### src/rtl/int_ctl_n_pkg.sv
// int_ctl_n_pkg: register map and channel mode encodings shared by the interrupt controller.
package int_ctl_n_pkg;
  typedef enum logic [1:0] {
    REG_PEND = 2'd0,
    REG_MASK = 2'd1,
    REG_MODE = 2'd2,
    REG_VEC  = 2'd3
  } reg_e;
  localparam logic MODE_LEVEL = 1'b0;
  localparam logic MODE_EDGE  = 1'b1;
endpackage

### src/rtl/int_ctl_n_if.sv
// int_ctl_n_if: request lines, register bus and ISM acknowledge bundle of the interrupt controller.
interface int_ctl_n_if #(
  parameter int NCHAN = 8
) ();
  logic [NCHAN-1:0] nirqn;
  logic             sel;
  logic             rd;
  logic             wr;
  logic [1:0]       addr;
  logic [15:0]      wdata;
  logic [15:0]      rdata;
  logic             iack;
  logic [7:0]       vector;
  logic             nirq;
  logic             spurious;
  modport master (
    output nirqn, sel, rd, wr, addr, wdata, iack,
    input  rdata, vector, nirq, spurious
  );
  modport slave (
    input  nirqn, sel, rd, wr, addr, wdata, iack,
    output rdata, vector, nirq, spurious
  );
endinterface

### src/rtl/int_ctl_n_prio_enc.sv
// int_ctl_n_prio_enc: index of the lowest set request bit plus a valid flag.
module int_ctl_n_prio_enc #(
  parameter int N = 8,
  parameter int W = $clog2(N + 1)
) (
  input  logic [N-1:0] i_req,
  output logic [W-1:0] o_idx,
  output logic         o_valid
);
  always_comb begin
    o_idx   = '0;
    o_valid = 1'b0;
    for (int i = N - 1; i >= 0; i--) begin
      if (i_req[i]) begin
        o_idx   = W'(i);
        o_valid = 1'b1;
      end
    end
  end
endmodule

### src/rtl/int_ctl_n.sv
// int_ctl_n: vectored interrupt controller with per-channel mask, edge/level mode, nesting and EOI.
module int_ctl_n
  import int_ctl_n_pkg::*;
#(
  parameter int         NCHAN       = 8,
  parameter int         SYNC_STAGES = 2,
  parameter logic [7:0] VEC_BASE    = 8'h00
) (
  input logic        clk4,
  input logic        reset,
  int_ctl_n_if.slave bus
);
  localparam int W = $clog2(NCHAN + 1);
  logic [SYNC_STAGES-1:0][NCHAN-1:0] r_sync;
  logic [NCHAN-1:0] r_s_d, r_pend, r_mask, r_mode, r_isr;
  logic [W-1:0]     r_best;
  logic             r_nirq, r_spur;
  logic [7:0]       r_vector;
  logic [15:0]      r_rdata;
  logic [NCHAN-1:0] w_s, w_rise, w_edge_ch, w_wdata, w_w1c, w_ack_oh, w_eoi_oh;
  logic [NCHAN-1:0] w_pend_nxt, w_mask_nxt, w_mode_nxt, w_isr_nxt, w_elig_nxt;
  logic [W-1:0]     w_best_idx, w_isr_idx;
  logic             w_best_v, w_isr_v, w_ack, w_wr, w_unused;
  assign w_unused   = ^bus.wdata;
  assign w_s        = ~r_sync[SYNC_STAGES-1];
  assign w_rise     = w_s & ~r_s_d;
  assign w_edge_ch  = (MODE_EDGE != MODE_LEVEL) ? r_mode : ~r_mode;
  assign w_wr       = bus.sel & bus.wr;
  assign w_wdata    = bus.wdata[NCHAN-1:0];
  assign w_w1c      = (w_wr && bus.addr == REG_PEND) ? w_wdata : '0;
  // r_best/r_nirq describe the current state, so an ack can use them directly
  assign w_ack      = bus.iack & ~r_nirq;
  assign w_ack_oh   = w_ack ? (NCHAN'(1) << r_best) : '0;
  // EOI retires the highest-priority in-service bit that existed before this cycle's ack
  assign w_eoi_oh   = (w_wr && bus.addr == REG_VEC) ? (r_isr & (~r_isr + NCHAN'(1))) : '0;
  assign w_pend_nxt = (w_edge_ch & ((r_pend & ~w_w1c & ~w_ack_oh) | w_rise)) | (~w_edge_ch & w_s);
  assign w_mask_nxt = (w_wr && bus.addr == REG_MASK) ? w_wdata : r_mask;
  assign w_mode_nxt = (w_wr && bus.addr == REG_MODE) ? w_wdata : r_mode;
  assign w_isr_nxt  = (r_isr | w_ack_oh) & ~w_eoi_oh;
  assign w_elig_nxt = w_pend_nxt & w_mask_nxt & ~w_isr_nxt;
  int_ctl_n_prio_enc #(.N(NCHAN), .W(W)) u_elig_enc (
    .i_req  (w_elig_nxt),
    .o_idx  (w_best_idx),
    .o_valid(w_best_v)
  );
  int_ctl_n_prio_enc #(.N(NCHAN), .W(W)) u_isr_enc (
    .i_req  (w_isr_nxt),
    .o_idx  (w_isr_idx),
    .o_valid(w_isr_v)
  );
  always_ff @(posedge clk4 or posedge reset) begin
    if (reset) begin
      r_sync   <= '1;
      r_s_d    <= '0;
      r_pend   <= '0;
      r_mask   <= '0;
      r_mode   <= '0;
      r_isr    <= '0;
      r_best   <= '0;
      r_nirq   <= 1'b1;
      r_spur   <= 1'b0;
      r_vector <= '0;
      r_rdata  <= '0;
    end else begin
      r_sync   <= {r_sync[SYNC_STAGES-2:0], bus.nirqn};
      r_s_d    <= w_s;
      r_pend   <= w_pend_nxt;
      r_mask   <= w_mask_nxt;
      r_mode   <= w_mode_nxt;
      r_isr    <= w_isr_nxt;
      r_best   <= w_best_idx;
      r_nirq   <= ~(w_best_v && (!w_isr_v || w_best_idx < w_isr_idx));
      if (bus.iack) begin
        r_vector <= w_ack ? VEC_BASE + 8'(r_best) : VEC_BASE + 8'(NCHAN);
        r_spur   <= ~w_ack;
      end
      if (bus.sel && bus.rd)
        r_rdata <= (bus.addr == REG_PEND) ? 16'(r_pend) :
                   (bus.addr == REG_MASK) ? 16'(r_mask) :
                   (bus.addr == REG_MODE) ? 16'(r_mode) : {|r_isr, 7'b0, r_vector};
    end
  end
  assign bus.rdata    = r_rdata;
  assign bus.vector   = r_vector;
  assign bus.nirq     = r_nirq;
  assign bus.spurious = r_spur;
endmodule

### src/flat_wrapper.sv
// flat-port wrapper written by rule: the top's interface ports become plain ports
module int_ctl_n_flat import int_ctl_n_pkg::*;
#(
  parameter int         NCHAN       = 8,
  parameter int         SYNC_STAGES = 2,
  parameter logic [7:0] VEC_BASE    = 8'h00
)
  (clk4, reset, bus_nirqn, bus_sel, bus_rd, bus_wr, bus_addr, bus_wdata, bus_iack, bus_rdata, bus_vector, bus_nirq, bus_spurious);
  int_ctl_n_if #(.NCHAN(NCHAN)) bus_i ();
  input logic clk4;
  input logic reset;
  input wire logic [$bits(bus_i.nirqn)-1:0] bus_nirqn;
  input wire logic [$bits(bus_i.sel)-1:0] bus_sel;
  input wire logic [$bits(bus_i.rd)-1:0] bus_rd;
  input wire logic [$bits(bus_i.wr)-1:0] bus_wr;
  input wire logic [$bits(bus_i.addr)-1:0] bus_addr;
  input wire logic [$bits(bus_i.wdata)-1:0] bus_wdata;
  input wire logic [$bits(bus_i.iack)-1:0] bus_iack;
  output wire logic [$bits(bus_i.rdata)-1:0] bus_rdata;
  output wire logic [$bits(bus_i.vector)-1:0] bus_vector;
  output wire logic [$bits(bus_i.nirq)-1:0] bus_nirq;
  output wire logic [$bits(bus_i.spurious)-1:0] bus_spurious;
  assign bus_i.nirqn = bus_nirqn;
  assign bus_i.sel = bus_sel;
  assign bus_i.rd = bus_rd;
  assign bus_i.wr = bus_wr;
  assign bus_i.addr = bus_addr;
  assign bus_i.wdata = bus_wdata;
  assign bus_i.iack = bus_iack;
  assign bus_rdata = bus_i.rdata;
  assign bus_vector = bus_i.vector;
  assign bus_nirq = bus_i.nirq;
  assign bus_spurious = bus_i.spurious;
  int_ctl_n #(.NCHAN(NCHAN), .SYNC_STAGES(SYNC_STAGES), .VEC_BASE(VEC_BASE)) u_core (.clk4(clk4), .reset(reset), .bus(bus_i));
endmodule
### config.mk
export PLATFORM = sky130hd
export DESIGN_NAME = int_ctl_n_flat
export DESIGN_NICKNAME = d
export VERILOG_FILES = /design/src/rtl/int_ctl_n_pkg.sv /design/src/rtl/int_ctl_n_if.sv /design/src/rtl/int_ctl_n_prio_enc.sv /design/src/rtl/int_ctl_n.sv /design/src/flat_wrapper.sv
export SDC_FILE = /design/constraint.sdc
export NUM_CORES = 1
export LEC_CHECK = 0
export CORE_MARGIN = 3
export CORE_UTILIZATION = 52
export CTS_CLUSTER_SIZE = 16
export DETAILED_ROUTE_END_ITERATION = 16
export PLACE_DENSITY = 0.78
export REMOVE_ABC_BUFFERS = 1
export SLEW_MARGIN = 0
export SYNTH_ARGS = -nofsm -noshare
export SYNTH_HDL_FRONTEND = slang
export SYNTH_HIERARCHICAL = 1
export SYNTH_SLANG_ARGS = --single-unit
### constraint.sdc
create_clock -name clk4 -period 3.3 [get_ports clk4]
set_input_delay 0.66 -clock clk4 [delete_from_list [all_inputs] [get_ports clk4]]
set_output_delay 0.66 -clock clk4 [all_outputs]
set_load 0.1 [all_outputs]
==> Word level (Yosys, flattened, before mapping) <==
Cells that the tools add are included.
{ "totals": {"register_bits": 86, "in_bits": 32, "wordCells": 93} }
{ "classes": {"addsub": 1, "magnitude_cmp": 1, "eq_ne": 3, "shifts": 1, "n_mux": 40, "bitwise": 25, "reduce_logical": 10} }
{ "op_table": {"columns": ["op", "count"], "rows": [
  ["$and 8x8->8", 9],
  ["$not 8->8", 8],
  ["$mux 4", 15],
  ["$mux 16", 3],
  ["$mux 8", 4],
  ["$or 8x8->8", 3],
  ["$mux 1", 16],
  ["$add 8x1->8 const B", 1],
  ["$reduce_or 8->1", 1],
  ["$shl 1x4->8 const A", 1],
  ["$logic_and 1x1->1", 6],
  ["$mux 3", 2],
  ["$eq 2x2->1 const B", 2],
  ["$lt 4x4->1", 1],
  ["$not 1->1", 3],
  ["$and 1x1->1", 2],
  ["$eq 2x1->1 const B", 1],
  ["$logic_not 2->1", 1],
  ["$logic_not 1->1", 1],
  ["$logic_or 1x1->1", 1]
]} }

==> Depth between registers and ports, before layout <==
Gate-level depths: netlist of run 1.
{ "depth": {"depth_word": 23, "ltp_mapped": 12, "depth_no_buf": 11} }

==> Cells and area by module <==
The synthesis of run 1 kept the hierarchy.
{ "modules_own_cells": {"columns": ["module", "instances", "cells_each", "area_per_inst_um2"], "rows": [
  ["int_ctl_n", 1, 242, 3113.0],
  ["int_ctl_n_prio_enc", 2, 15, 91.3]
]} }

==> Worst setup path before layout of run 1 <==
No wires, ideal clock.
{ "synth_path": {"kind": "register to register", "startpoint": "reg u_core.r_nirq (netlist: u_core/bus.nirq)", "endpoint": "reg u_core.r_nirq (netlist: u_core/bus.nirq)", "t_arrival_ns": 2.838, "required_ns": 3.212, "path_slack_ns": 0.374, "path_stages_with_launch": 12, "n_path_buf": 0, "path_cell_list": "dfstp_2 nor3_2 or3b_1 o21ai_0 and3b_1 nor2_1 o21ai_0 a211oi_1 ha_1 a21o_1 a21oi_1 o211ai_1"} }
{ "synth_rtl": {"columns": ["element", "line_no", "text"], "rows": [
  ["start, declared", "int_ctl_n.sv:17", "logic r_nirq, r_spur;"],
  ["start signal, assigned", "int_ctl_n.sv:72", "r_nirq <= ~(w_best_v && (!w_isr_v || w_best_idx < w_isr_idx));"],
  ["$not 1->1", "int_ctl_n.sv:32", "assign w_ack = bus.iack & ~r_nirq;"],
  ["$and 1x1->1", "int_ctl_n.sv:32", null],
  ["$mux 8", "int_ctl_n.sv:33", "assign w_ack_oh = w_ack ? (NCHAN'(1) << r_best) : '0;"],
  ["$or 8x8->8", "int_ctl_n.sv:39", "assign w_isr_nxt = (r_isr | w_ack_oh) & ~w_eoi_oh;"],
  ["$and 8x8->8", "int_ctl_n.sv:39", null],
  ["named net u_core.w_isr_nxt[4]", "int_ctl_n.sv:21", "logic [NCHAN-1:0] w_pend_nxt, w_mask_nxt, w_mode_nxt, w_isr_nxt, w_elig_nxt;"],
  ["$not 8->8", "int_ctl_n.sv:40", "assign w_elig_nxt = w_pend_nxt & w_mask_nxt & ~w_isr_nxt;"],
  ["$and 8x8->8", "int_ctl_n.sv:40", null],
  ["named net u_core.w_elig_nxt[4]", "int_ctl_n.sv:21", null],
  ["$mux 4 (5 in series)", "int_ctl_n_prio_enc.sv:14", "if (i_req[i]) begin"],
  ["named net u_core.w_best_idx[1]", "int_ctl_n.sv:22", "logic [W-1:0] w_best_idx, w_isr_idx;"],
  ["$lt 4x4->1", "int_ctl_n.sv:72", null],
  ["$logic_or 1x1->1", "int_ctl_n.sv:72", null],
  ["$logic_and 1x1->1", "int_ctl_n.sv:72", null],
  ["$not 1->1", "int_ctl_n.sv:72", null]
]} }
The timed path passes the listed nets, and every way through them passes these cells.
A chain may end at the register's enable or synchronous reset.

==> Final worst setup path of run 1 <==
{ "layout_path": {"startpoint": "in bus_wr", "endpoint": "reg u_core.r_nirq (netlist: u_core/bus.nirq)"} }
{ "layout_rtl": {"columns": ["element", "line_no", "text"], "rows": [
  ["start, declared", "flat_wrapper.sv:15", "input wire logic [$bits(bus_i.wr)-1:0] bus_wr;"],
  ["$and 1x1->1", "int_ctl_n.sv:28", "assign w_wr = bus.sel & bus.wr;"],
  ["$logic_and 1x1->1", "int_ctl_n.sv:30", "assign w_w1c = (w_wr && bus.addr == REG_PEND) ? w_wdata : '0;"],
  ["$mux 8", "int_ctl_n.sv:30", null],
  ["$not 8->8", "int_ctl_n.sv:36", "assign w_pend_nxt = (w_edge_ch & ((r_pend & ~w_w1c & ~w_ack_oh) | w_rise)) | (~w_edge_ch & w_s);"],
  ["$and 8x8->8 (2 in series)", "int_ctl_n.sv:36", null],
  ["$or 8x8->8", "int_ctl_n.sv:36", null],
  ["$and 8x8->8", "int_ctl_n.sv:36", null],
  ["$or 8x8->8", "int_ctl_n.sv:36", null],
  ["named net u_core.w_pend_nxt[3]", "int_ctl_n.sv:21", null],
  ["$and 8x8->8 (2 in series)", "int_ctl_n.sv:40", null],
  ["named net u_core.w_elig_nxt[3]", "int_ctl_n.sv:21", null],
  ["$mux 4 (4 in series)", "int_ctl_n_prio_enc.sv:14", null],
  ["named net u_core.w_best_idx[2]", "int_ctl_n.sv:22", null],
  ["$lt 4x4->1", "int_ctl_n.sv:72", null],
  ["$logic_or 1x1->1", "int_ctl_n.sv:72", null],
  ["$logic_and 1x1->1", "int_ctl_n.sv:72", null],
  ["$not 1->1", "int_ctl_n.sv:72", null]
]} }
The timed path passes the listed nets, and every way through them passes these cells.

==> flow_metrics.env, run 1 <==
export IMPL_status="completed"
export IMPL_htree_num_levels=3
export IMPL_root_buffer="clkbuf_8"
export IMPL_yosysWarnings=6
export IMPL_dieWidth_um=85.6
export IMPL_p_sw_share_pct=40.5
export IMPL_maxCapViolCount=0
export IMPL_cpMostUsedCell="buf_4"
export IMPL_internal_power_w=0.00201
export IMPL_crit_cells=12
export IMPL_skew_ns=0.00606
export IMPL_clock_latency_ns=0.33
export IMPL_net_switching_power_w=0.00137
export IMPL_setup_tns_ns=0
export IMPL_syn_avg_cell_area_um2=12.1
export IMPL_yosys_area_top_type_share_pct=44.0
export IMPL_end_kind="flip-flop"
export IMPL_powerDensity_mw_per_mm2=833
export IMPL_max_vdd_ir_drop_mv=0.594
export IMPL_grt_total_usage_pct=20.5
export IMPL_diodes=0
export IMPL_critPathKind="input port to flip-flop"
export IMPL_combPwrFrac_pct=41.3
export IMPL_nets=374
export IMPL_drtIter0Drc=165
export IMPL_drive_gt1_share_pct=30.8
export IMPL_drt_wl_total_mm=6.73
export IMPL_post_dp_hpwl_mm=5.00
export IMPL_antenna_found_initial=0
export IMPL_clk_path_buf_depth=2
export IMPL_min_period_over_period_pct=94.4
export IMPL_first_pass_iters=4
export IMPL_synthTopCellsByArea="dfrtp_1 44%, dfstp_2 14%, mux2_2 7.2%, buf_4 3.0%, o21ai_0 2.7%"
export IMPL_ios=58
export IMPL_synth_distinct_cells=43
export IMPL_cts_tree="done"
export IMPL_r2r_end="u_core/bus.nirq$_DFF_PP1_"
export IMPL_die_h_um=85.6
export IMPL_rr_worst_depth=10
export IMPL_placed_cells_incl_taps=403
export IMPL_area_growth_pct=23.2
export IMPL_p_seq_share_pct=38.2
export IMPL_regToRegSetupSlack_ns=0.42
export IMPL_startpoint="bus_wr"
export IMPL_seq_area_frac_synth_pct=57.6
export IMPL_num_vias=2305
export IMPL_yosysMostFrequentCell="dfrtp_1"
export IMPL_syn_cell_area_mm2=0.00330
export IMPL_critPathArrivalTime_ns=3.37
export IMPL_numPortBuffers=38
export IMPL_drcViolationCount=0
export IMPL_cp_num_buf_inv=3
export IMPL_cpMaxStageDelayCell="clkdlybuf4s50_1"
export IMPL_grt_pass1_vias=2320
export IMPL_synth_seq_cells=75
export IMPL_maxSlewViolCount=0
export IMPL_rows=28
export IMPL_path_cells="clkdlybuf4s50_1, nor4bb_2, buf_4, buf_4, nand2_1, a41o_1, and3b_1, nor4_2, nor2b_1, ha_1, a21oi_1, o211ai_1"
export IMPL_ant_nets=0
export IMPL_slowest_delay_ns=0.52
export IMPL_crit_fanout=5
export IMPL_cts_hold_buffers=0
export IMPL_pwr_share_clk_pct=20.5
export IMPL_synthTopCellsByCount="58 x dfrtp_1, 24 x nand2_1, 21 x mux2_2, 18 x o21ai_0"
export IMPL_clock_sinks=75
export IMPL_cp_endpoint="u_core/bus.nirq$_DFF_PP1_"
export IMPL_clk_pin_slew_worst_paths_ns=0.07
export IMPL_via_per_inst=5.50
export IMPL_worstMarginPinSlew_ns=0.569
export IMPL_place_congestion=0.894
export IMPL_slew_headroom_pct=61.9
export IMPL_grt_max_degree=76
export IMPL_die_area_mm2=0.00733
export IMPL_fill_cells=452
export IMPL_final_cells=419
export IMPL_synthArstFlopShare_pct=100
export IMPL_required_ns=3.55
export IMPL_initial_core_util_pct=54.7
export IMPL_p_leak_nw=1.83
export IMPL_min_period_ns=3.12
export IMPL_grt_first_pass_wirelength_mm=11.5
export IMPL_rsz0062_at_grt="false"
export IMPL_wl_per_cell_um=16.1
export IMPL_yosys_area_top_type="dfrtp_1"
export IMPL_synth_ff_type="dfrtp_1"
export IMPL_critPathTopFamily="simple AND/OR/NAND/NOR gates"
export IMPL_core_area_mm2=0.00603
export IMPL_hold_depth=0
export IMPL_synthCells=272
export IMPL_synth_edff_count=0
export IMPL_max_freq_ghz=0.321
export IMPL_cts_made_buffers=9
export IMPL_grt_overflow_total=0
export IMPL_setup_violations_final=0
export IMPL_worstHoldPathType="flip-flop to flip-flop"
export IMPL_hold_violations=0
export IMPL_startpoint_type="input port"
export IMPL_timing_rr_start="u_core/r_isr[3]$_DFF_PP0_"
worst min path at each step:
stage | from | slack (ns) | endpoint
final | u_core/r_sync[5]$_DFF_PP1_ | 0.36 | u_core/r_sync[13]$_DFF_PP1_
after global routing | u_core/r_sync[2]$_DFF_PP1_ | 0.36 | u_core/r_sync[10]$_DFF_PP1_
after detailed placement | u_core/r_sync[5]$_DFF_PP1_ | 0.35 | u_core/r_sync[13]$_DFF_PP1_
after global placement | u_core/r_sync[0]$_DFF_PP1_ | 0.35 | u_core/r_sync[8]$_DFF_PP1_
after floorplan | u_core/r_sync[2]$_DFF_PP1_ | 0.35 | u_core/r_sync[10]$_DFF_PP1_
after CTS | u_core/r_sync[5]$_DFF_PP1_ | 0.36 | u_core/r_sync[13]$_DFF_PP1_
flip-flops by register name, indices dropped and copies added, names as in the netlist:
name and flops:
u_core/r_isr 8, u_core/bus.rdata 9, u_core/r_s_d 8, u_core/r_pend 8, u_core/r_best 4, u_core/bus.vector 4
u_core/r_mask 8, u_core/bus.nirq 1, u_core/r_mode 8, u_core/r_sync 16, u_core/bus.spurious 1
layout make-up:
class                   instances  area [um^2]  area share [%]
clock inverters                 2         35.0           0.863
clock buffers                  14          163            4.01
repair buffers                 64          551            13.6
flip-flops and latches         75         1900            46.8
inverters                      17         63.8            1.57
multi-input cells             172         1250            30.9
well taps                      75         93.8            2.31
cell usage in the layout (no fill, tap or decap), types with 2 or more instances in the layout:
cell,netlist,routed
mux2_2,21,21
mux2i_1,4,4
conb_1,3,13
nor2b_1,5,5
nand2_1,24,24
clkbuf_8,1,11
dfrtp_1,58,58
nand3b_1,2,2
o41ai_1,4,4
a41o_1,8,8
o21ai_0,18,17
ha_1,3,3
dfstp_2,17,17
and3b_1,9,9
clkdlybuf4s50_1,0,23
inv_1,17,16
nand4_1,3,3
o21bai_1,2,2
buf_4,13,40
or3b_1,2,2
nor2_1,10,10
clkbuf_1,3,3
nor4_2,2,2
mux4_2,4,4
o21ai_1,1,2
a21oi_1,16,16
o31ai_1,3,3
nor4_1,2,2
metal layers:
| metal | track usage (%) | routed length [um] | share of wire, % |
|---|---|---|---|
| met1 | 28.8 | 3090 | 46 |
| met2 | 31.5 | 3200 | 48 |
| met3 | 3.46 | 325 | 4.8 |
| met4 | 8.92 | 117 | 1.7 |
| met5 | 0 | 0 | 0 |
worst reg2reg max path: stages, from the launching register on:
cell and delay, ns:
dfrtp_1 0.40, or4_4 0.58, o41ai_2 0.34, o21ai_1 0.15
and3b_1 0.27, o21ai_1 0.11, a211oi_2 0.26, ha_1 0.27
a21o_1 0.16, a21oi_1 0.14, o211ai_1 0.11
power by group through the flow:
stage / Clock, W / Combinational [W] / Sequential, W
floorplan: 0 / 0.000587 / 0.00170
global placement: 0 / 0.00135 / 0.00129
detailed placement: 0 / 0.00138 / 0.00130
CTS: 0.000713 / 0.00139 / 0.00129
global route: 0.000755 / 0.00151 / 0.00132
finish: 0.000694 / 0.00140 / 0.00129
repair_timing:
action,in CTS,in global routing
buffers inserted,0,0
gates resized for setup,0,3
endpoints found under the setup margin,0,1
logic make-up after synthesis:
kind of cell               share of synthesized area (%)
other                                              0.342
adders and majority gates                           1.14
buffers and inverters                               5.81
DFF                                                 57.6
muxes                                               11.1
and+or+nand+nor                                     12.5
AOI/OAI and AO/OA                                   11.5
stage by stage:
step                      hold WS [ns]  util (%)  cell area (um^2)  setup WS [ns]  total power [W]
after floorplan                  0.345         -              3210          0.227          0.00229
after global placement           0.346      63.9              3850         -0.130          0.00264
after detailed placement         0.347      63.9              3850         -0.178          0.00269
after CTS                        0.358      67.2              4050          0.154          0.00339
after global routing             0.363      67.4              4060        0.00358          0.00358
final                            0.357      67.4              4060          0.185          0.00338
Note: power is estimated with default switching activity, not from simulation.
==> inputs of run 2 (changes only) <==
ABC_CLOCK_PERIOD_IN_PS = 3300   (was default)
CTS_BUF_LIST = sky130_fd_sc_hd__clkbuf_16   (was default)
==> flow_metrics.env, run 2 (synthesis gave the netlist of run 1 again) <==
export IMPL_wl_per_cell_um=16.4
export IMPL_first_pass_iters=4
export IMPL_htree_num_levels=3
export IMPL_clk_path_buf_depth=2
export IMPL_antenna_found_initial=0
export IMPL_max_freq_ghz=0.314
export IMPL_die_area_mm2=0.00733
export IMPL_critPathKind="input port to flip-flop"
export IMPL_clk_pin_slew_worst_paths_ns=0.05
export IMPL_cts_tree="done"
export IMPL_cpMaxStageDelayCell="clkdlybuf4s50_1"
export IMPL_final_common_cell="dfrtp_1"
export IMPL_powerDensity_mw_per_mm2=873
export IMPL_area_growth_pct=26.1
export IMPL_top_register="u_core/r_sync"
export IMPL_clock_sinks=75
export IMPL_diodes=0
export IMPL_cts_made_buffers=9
export IMPL_via_per_inst=5.52
export IMPL_hold_depth=0
export IMPL_die_h_um=85.6
export IMPL_critPathArrivalTime_ns=3.44
export IMPL_fin_area_mm2=0.00416
export IMPL_setup_tns_ns=0
export IMPL_worstHoldPathType="flip-flop to flip-flop"
export IMPL_cp_endpoint="u_core/bus.nirq$_DFF_PP1_"
export IMPL_maxSlewViolCount=0
export IMPL_status="completed"
export IMPL_min_period_ns=3.19
export IMPL_rows=28
export IMPL_initial_core_util_pct=54.7
export IMPL_startpoint="bus_wr"
export IMPL_ios=58
export IMPL_final_cells=420
export IMPL_slew_headroom_pct=62.1
export IMPL_dieWidth_um=85.6
export IMPL_grt_first_pass_wirelength_mm=11.6
export IMPL_grt_pass1_vias=2302
export IMPL_regToRegSetupSlack_ns=0.39
export IMPL_slowest_delay_ns=0.51
export IMPL_end_kind="flip-flop"
export IMPL_required_ns=3.55
export IMPL_num_vias=2318
export IMPL_drive_gt1_share_pct=31.0
export IMPL_fill_cells=441
export IMPL_clock_latency_ns=0.33
export IMPL_nets=375
export IMPL_p_leak_nw=1.89
export IMPL_setup_violations_final=0
export IMPL_drtIter0Drc=186
export IMPL_largest_reg_flops=16
export IMPL_maxCapViolCount=0
export IMPL_placed_cells_incl_taps=403
export IMPL_root_buffer="clkbuf_16"
export IMPL_dpl_cell_area_mm2=0.00385
export IMPL_drcViolationCount=0
export IMPL_final_cell_mix="58 x dfrtp_1, 41 x buf_4, 24 x nand2_1"
export IMPL_grt_max_degree=76
export IMPL_cpMostUsedCell="buf_4"
export IMPL_max_vdd_ir_drop_mv=0.576
export IMPL_rr_worst_depth=10
export IMPL_crit_fanout=5
export IMPL_path_cells="clkdlybuf4s50_1, nor4bb_2, buf_4, buf_4, nand2_1, a41o_1, and3b_1, nor4_2, nor2b_2, ha_1, a21oi_1, o211ai_1"
export IMPL_numPortBuffers=38
export IMPL_grt_overflow_total=0
export IMPL_ant_nets=0
export IMPL_place_congestion=0.894
export IMPL_skew_ns=0.00436
export IMPL_timing_rr_start="u_core/r_isr[3]$_DFF_PP0_"
export IMPL_drt_wl_total_mm=6.89
export IMPL_min_period_over_period_pct=96.7
export IMPL_hold_violations=0
export IMPL_post_dp_hpwl_mm=5.00
export IMPL_r2r_end="u_core/bus.nirq$_DFF_PP1_"
export IMPL_startpoint_type="input port"
export IMPL_grt_total_usage_pct=20.8
export IMPL_core_area_mm2=0.00603
export IMPL_worstMarginPinSlew_ns=0.567
## run 2: cell count changes in the layout (fill, tap and decap cells not counted), sizes merged
cell    delta
clkinv     +2
buf        +1
inv        +3
clkbuf     -5
## run 2: what timing repair did
action                     in CTS  in global routing
hold buffers                    0                  0
buffers inserted                0                  1
resized for setup               0                  6
setup endpoints to repair       0                  1
## run 2: how the worst min path moves through the flow
stage,slack (ns),from,to
6_report,0.35,u_core/r_sync[4]$_DFF_PP1_,u_core/r_sync[12]$_DFF_PP1_
5_1_grt,0.36,u_core/r_sync[2]$_DFF_PP1_,u_core/r_sync[10]$_DFF_PP1_
4_1_cts,0.35,u_core/r_sync[5]$_DFF_PP1_,u_core/r_sync[13]$_DFF_PP1_
3_5_place_dp,0.35,u_core/r_sync[5]$_DFF_PP1_,u_core/r_sync[13]$_DFF_PP1_
3_3_place_gp,0.35,u_core/r_sync[0]$_DFF_PP1_,u_core/r_sync[8]$_DFF_PP1_
2_1_floorplan,0.35,u_core/r_sync[2]$_DFF_PP1_,u_core/r_sync[10]$_DFF_PP1_
## run 2: worst max-delay path: cells and delay by family
family | cells | cell delay, ns
compound gates | 3 | 0.47
fa+ha+maj | 1 | 0.24
buf+inv | 3 | 0.82
simple gates | 5 | 1.22
## run 2: per-layer routing
layer / routed length (um) / up-vias / GRT usage [%]
met2: 3220 / 74 / 31.3
met5: 0 / - / 0
met4: 142 / 0 / 9.50
li1: - / 1090 / -
met3: 456 / 15 / 4.03
met1: 3070 / 1139 / 29.4
## run 2: final cells by class
type,count,area (um^2),share of cell area (%)
clock buffers,9,225,5.42
clock inverters,7,53.8,1.29
inverters,17,63.8,1.54
multi-input cells,172,1260,30.4
flip-flops and latches,75,1900,45.7
well taps,75,93.8,2.26
repair buffers,65,558,13.4
## run 2: per-stage QoR
stage          hold WS (ns)  total power, W  setup slack [ns]  utilization [%]
3_5_place_dp          0.347         0.00269            -0.178             63.9
6_report              0.354         0.00363             0.110             69.0
2_1_floorplan         0.345         0.00229             0.227                -
3_3_place_gp          0.346         0.00264            -0.130             63.9
5_1_grt               0.360         0.00382           -0.0531             69.0
4_1_cts               0.355         0.00362             0.145             68.5
## run 2: power breakdown
part | switching, W | internal (W) | leakage (nW)
combinational | 0.000917 | 0.000503 | 0.856
clock | 0.000342 | 0.000570 | 0.148
sequential | 0.000166 | 0.00113 | 0.884
